## src/rtl/bank_copy_engine.sv

```systemverilog
// Block-copy initiator for the 2048x8 banked memory: reads len bytes from src, writes them to dst.
// Optional BANK_COPY_CHECKSUM_EN adds a 16-bit running sum of all bytes written.
module bank_copy_engine #(
  parameter int AW = 11,
  parameter int DW = 8,
  parameter int LW = 12
) (
  input  logic          clk,
  input  logic          rst,
  input  logic          start,
  input  logic [AW-1:0] src_addr,
  input  logic [AW-1:0] dst_addr,
  input  logic [LW-1:0] len,
  output logic          busy,
  output logic          done,
  output logic          mem_ren,
  output logic [AW-1:0] mem_raddr,
  output logic          mem_wen,
  output logic [AW-1:0] mem_waddr,
  output logic [DW-1:0] mem_din,
  input  logic [DW-1:0] mem_dout
`ifdef BANK_COPY_CHECKSUM_EN
  , output logic [15:0] checksum
`endif
);

  typedef enum logic [1:0] {IDLE, RUN, DONE} state_t;

  localparam logic [LW-1:0] MAXLEN = LW'(1 << AW);

  state_t        state, state_nx;
  logic [AW-1:0] rd_ptr, wr_ptr;
  logic [LW-1:0] rd_left;
  logic          wr_pend;
  logic          conflict, rd_go, wr_go;

  // A sub-bank has a single address port, so a read is held off while the
  // pending write targets the same sub-bank (top 4 address bits).
  always_comb begin
    conflict = wr_pend && (rd_ptr[AW-1:AW-4] == wr_ptr[AW-1:AW-4]);
    rd_go    = (state == RUN) && (rd_left != '0) && !conflict;
    wr_go    = (state == RUN) && wr_pend;
  end

  always_comb begin
    state_nx = state;
    case (state)
      IDLE:    if (start) state_nx = (len == '0) ? DONE : RUN;
      RUN:     if (rd_left == '0) state_nx = DONE;  // last write, if any, lands this cycle
      DONE:    state_nx = IDLE;
      default: state_nx = IDLE;
    endcase
  end

  always_ff @(posedge clk or posedge rst) begin
    if (rst) state <= IDLE;
    else     state <= state_nx;
  end

  always_ff @(posedge clk or posedge rst) begin
    if (rst) begin
      rd_ptr  <= '0;
      wr_ptr  <= '0;
      rd_left <= '0;
      wr_pend <= 1'b0;
    end else if (state == IDLE) begin
      wr_pend <= 1'b0;
      if (start) begin
        rd_ptr  <= src_addr;
        wr_ptr  <= dst_addr;
        rd_left <= (len > MAXLEN) ? MAXLEN : len;
      end
    end else if (state == RUN) begin
      wr_pend <= rd_go;
      if (rd_go) begin
        rd_ptr  <= rd_ptr + AW'(1);
        rd_left <= rd_left - LW'(1);
      end
      if (wr_go) wr_ptr <= wr_ptr + AW'(1);
    end else begin
      wr_pend <= 1'b0;
    end
  end

`ifdef BANK_COPY_CHECKSUM_EN
  always_ff @(posedge clk or posedge rst) begin
    if (rst)                          checksum <= '0;
    else if (state == IDLE && start)  checksum <= '0;
    else if (wr_go)                   checksum <= checksum + {{(16-DW){1'b0}}, mem_dout};
  end
`endif

  // Address/data buses are forced to zero whenever the matching enable is low.
  always_comb begin
    busy      = (state == RUN);
    done      = (state == DONE);
    mem_ren   = rd_go;
    mem_raddr = rd_go ? rd_ptr : '0;
    mem_wen   = wr_go;
    mem_waddr = wr_go ? wr_ptr : '0;
    mem_din   = wr_go ? mem_dout : '0;
  end

endmodule
```

## config.mk

```make
export PLATFORM = sky130hd
export DESIGN_NAME = bank_copy_engine
export DESIGN_NICKNAME = d
export VERILOG_FILES = /design/src/rtl/bank_copy_engine.sv
export SDC_FILE = /design/constraint.sdc
export NUM_CORES = 1
export LEC_CHECK = 0
export CORE_ASPECT_RATIO = 1.1
export CORE_UTILIZATION = 44
export CTS_BUF_LIST = sky130_fd_sc_hd__clkbuf_8
export DETAILED_ROUTE_END_ITERATION = 10
export GPL_TIMING_DRIVEN = 0
export PLACE_DENSITY_LB_ADDON = 0.2
export SLEW_MARGIN = 20
export SYNTH_ARGS = -nofsm -noshare
export SYNTH_HDL_FRONTEND = slang
export SYNTH_SLANG_ARGS = --single-unit
```

## constraint.sdc

```tcl
create_clock -name clk -period 2.4 [get_ports clk]
set_input_delay 0.48 -clock clk [delete_from_list [all_inputs] [get_ports clk]]
set_output_delay 0.48 -clock clk [all_outputs]
set_load 0.01 [all_outputs]
```

==> flow_metrics.env <==
export IMPL_run_status="complete, but fails checks"
export IMPL_violations="negative setup slack"
export IMPL_cts_htree_levels=2
export IMPL_max_freq_mhz=372
export IMPL_synth_flop_cell="sky130_fd_sc_hd__dfrtp_1"
export IMPL_post_synth_instance_area_um2=2610
export IMPL_die_y_um=82.8
export IMPL_ys_seq_elements=37
export IMPL_floorplan_io_pins=79
export IMPL_synth_area_per_cell_um2=7.92
export IMPL_cts_root_buf="sky130_fd_sc_hd__clkbuf_8"
export IMPL_core_area_um2=5730
export IMPL_power_per_cell_area_nw_per_um2=1600
export IMPL_cts_made_buffers=5
export IMPL_count_of_distinct_cell_types_in_the_synthesized_netlist=45
export IMPL_drc=0
export IMPL_insertedDiodeCount=0
export IMPL_setup_slack_ps=-289
export IMPL_dr_first_iter_drc_count=254
export IMPL_worst_skew_late_latency_ps=290
export IMPL_critPathLaunchType="flop"
export IMPL_ys_async_sr_fraction_pct=100
export IMPL_timing_setup_tns_ps=-3220
export IMPL_start_util_pct=45.6
export IMPL_die_width_um=75.5
export IMPL_final_min_clock_period_ps=2690
export IMPL_clock_tree_from_tritoncts="yes"
export IMPL_timing_final_max_slew_violations=0
export IMPL_layout_drive_gt1_share_pct=15.0
export IMPL_layout_worst_path_cycle_share_pct=112
export IMPL_ir_drop_mv=0.863
export IMPL_grt_max_degree=28
export IMPL_route_detailed_wl_per_inst_um=17.6
export IMPL_criticalPathCategory="flop to primary output"
export IMPL_tritoncts_num_sinks=37
export IMPL_synth_cells=330
export IMPL_cp_data_arrival_time_ps=2210
export IMPL_timing_clock_skew_ps=10.2
export IMPL_hold_viol_final=0
export IMPL_routed_wirelength_mm=8.88
export IMPL_mappedNetlistNets=379
export IMPL_routabilityCongestion=0.969
export IMPL_final_net_count=476
export IMPL_post_synth_top_area_cell="sky130_fd_sc_hd__dfrtp_1"
export IMPL_synth_warning_count=0
export IMPL_placement_rows=29
export IMPL_crit_required_ps=1920
export IMPL_max_slew_worst_pin_slew_ps=646
export IMPL_cts_path_max_buffers=2
export IMPL_drt_pre_antenna_iters=5
export IMPL_holdBufCountCts=0
export IMPL_totalPowerFinal_w=0.00602
export IMPL_cell_with_the_most_instances_after_synthesis="sky130_fd_sc_hd__dfrtp_1"
export IMPL_worst_setup_path_end_kind="primary output"
export IMPL_global_route_wire_length_before_repair_mm=14.0
export IMPL_yosys_top_cells_area="sky130_fd_sc_hd__dfrtp_1 35%, sky130_fd_sc_hd__a21oi_1 6.3%, sky130_fd_sc_hd__and3_1 5.5%"
export IMPL_hpwlAfterDp_mm=6.21
export IMPL_synth_to_final_area_change_pct=44.3
export IMPL_finalSetupViolCount=12
export IMPL_via_per_inst=6.10
export IMPL_clk_pin_slew_ps=80
export IMPL_netlist_top_cells_count="37 x sky130_fd_sc_hd__dfrtp_1, 33 x sky130_fd_sc_hd__a21oi_1, 29 x sky130_fd_sc_hd__nor2_1"
export IMPL_crit_fanout=5
export IMPL_max_cap_violations=0
export IMPL_synth_sequential_area_ratio_pct=35.4
export IMPL_grt_overflow_total=0
export IMPL_synth_top_cell_area_share_pct=35.4
export IMPL_number_of_enable_flip_flop_cells_after_synthesis=0
export IMPL_timing_max_slew_rel_slack_pct=56.9
export IMPL_hp_class="primary input to asynchronous set/reset pin"
export IMPL_port_buffer_count=78
export IMPL_design_die_area_um2=6250
export IMPL_initial_antenna_violation_count=0
export IMPL_cellLeakagePower_nw=1.56
export IMPL_gr_usage_all_layers_pct=29.4
export IMPL_first_global_vias=2855
export IMPL_drt_antenna_violating_nets=0
export IMPL_num_vias=3080
export IMPL_rsz_0062_raised_after_global_routing="yes"
[power by group]
part | switching (W) | internal (W) | leakage, nW
Sequential | 0.000405 | 0.000952 | 0.428
Clock | 0.000237 | 0.000260 | 0.0542
Combinational | 0.00209 | 0.00207 | 1.08
Total | 0.00274 | 0.00328 | 1.56
[path summary, 6_finish.rpt]
check	start	to	slack, ps	depth (start not counted)
worst max-delay path	rd_left[8]$_DFFE_PP0P_	mem_raddr[2]	-290	7
min in group clk	rd_left[10]$_DFFE_PP0P_	rd_left[10]$_DFFE_PP0P_	490	1
worst min register to register	rd_left[10]$_DFFE_PP0P_	rd_left[10]$_DFFE_PP0P_	490	1
max in group asynchronous	rst	rd_left[5]$_DFFE_PP0P_	1510	3
worst max register to register	rd_left[8]$_DFFE_PP0P_	rd_ptr[3]$_DFFE_PP0P_	60	8
worst min-delay path	rst	state[1]$_DFFE_PP0P_	440	2
[cell type report]
type                            count  area [µm²]
Fill cell                         529        1960
Multi-Input combinational cell    262        1610
Sequential cell                    37         931
Timing Repair Buffer               90         880
Buffer                             22         120
Clock buffer                        7        96.3
Tap cell                           77        96.3
Inverter                            9        38.8
Clock inverter                      1        5.00
[routing by layer]
| metal | part of all wire [%] | GRT usage (%) | wire (µm) |
|---|---|---|---|
| met1 | 40 | 37.9 | 3580 |
| met2 | 49 | 47.7 | 4340 |
| met3 | 8.1 | 5.22 | 723 |
| met4 | 2.7 | 12.1 | 239 |
| met5 | 0 | 0 | 0 |
[cell families (layout without fill, tap and decap cells)]
family / after synthesis / in the layout / synth area share, %
flops: 37 / 37 / 35.4
simple gates: 152 / 152 / 30.1
fa+ha+maj: 4 / 4 / 1.91
buf+inv: 31 / 129 / 5.22
mux: 2 / 2 / 0.766
xor+xnor: 4 / 4 / 1.34
compound gates: 100 / 100 / 25.2
[through the flow]
step	instance area (µm²)	utilization (%)	instances	hold slack [ps]	setup slack, ps
floorplan	2620	-	330	448	58.8
global placement	3490	61.0	485	473	-583
detailed placement	3510	61.3	486	470	-584
CTS	3730	65.1	502	456	-362
global route	3770	65.8	505	473	-341
finish	3770	65.8	505	444	-289
[repair_timing]
action,CTS,global route
gates cloned,1,0
setup endpoints to repair,32,40
pin swaps,2,1
resized for setup,75,10
buffers inserted,7,3
[cells in the final DEF, fill, tap and decap left out, types with 4 or more instances in the layout]
| master | instances |
|---|---|
| sky130_fd_sc_hd__nand2_1 | 23 |
| sky130_fd_sc_hd__clkbuf_8 | 9 |
| sky130_fd_sc_hd__and3_1 | 23 |
| sky130_fd_sc_hd__and2_1 | 7 |
| sky130_fd_sc_hd__a2bb2oi_1 | 4 |
| sky130_fd_sc_hd__inv_1 | 5 |
| sky130_fd_sc_hd__dfrtp_2 | 4 |
| sky130_fd_sc_hd__nand4_1 | 4 |
| sky130_fd_sc_hd__a31oi_1 | 9 |
| sky130_fd_sc_hd__clkdlybuf4s50_1 | 66 |
| sky130_fd_sc_hd__buf_6 | 9 |
| sky130_fd_sc_hd__and2_4 | 7 |
| sky130_fd_sc_hd__o22ai_1 | 4 |
| sky130_fd_sc_hd__nor2_1 | 28 |
| sky130_fd_sc_hd__buf_4 | 11 |
| sky130_fd_sc_hd__clkbuf_1 | 16 |
| sky130_fd_sc_hd__xnor2_1 | 4 |
| sky130_fd_sc_hd__nand3_1 | 20 |
| sky130_fd_sc_hd__o21ai_0 | 19 |
| sky130_fd_sc_hd__a21oi_1 | 33 |
| sky130_fd_sc_hd__o22a_1 | 5 |
| sky130_fd_sc_hd__buf_2 | 5 |
| sky130_fd_sc_hd__nor3_1 | 19 |
| sky130_fd_sc_hd__dfrtp_1 | 33 |
| sky130_fd_sc_hd__nor4_1 | 5 |
[sequential cells by signal (all words and copies together) (netlist names)]
register  count
rd_left      12
rd_ptr       11
wr_ptr       11
state         2
wr_pend       1
[critical path, stage by stage, from the launching register on]
cell and delay [ps]:
sky130_fd_sc_hd__dfrtp_1 400, sky130_fd_sc_hd__or4_4 580, sky130_fd_sc_hd__o41ai_4 240, sky130_fd_sc_hd__o21bai_4 210, sky130_fd_sc_hd__inv_6 60, sky130_fd_sc_hd__clkbuf_8 140
sky130_fd_sc_hd__and2_1 140, sky130_fd_sc_hd__buf_2 130
Note: power is estimated with default switching activity, not from simulation.
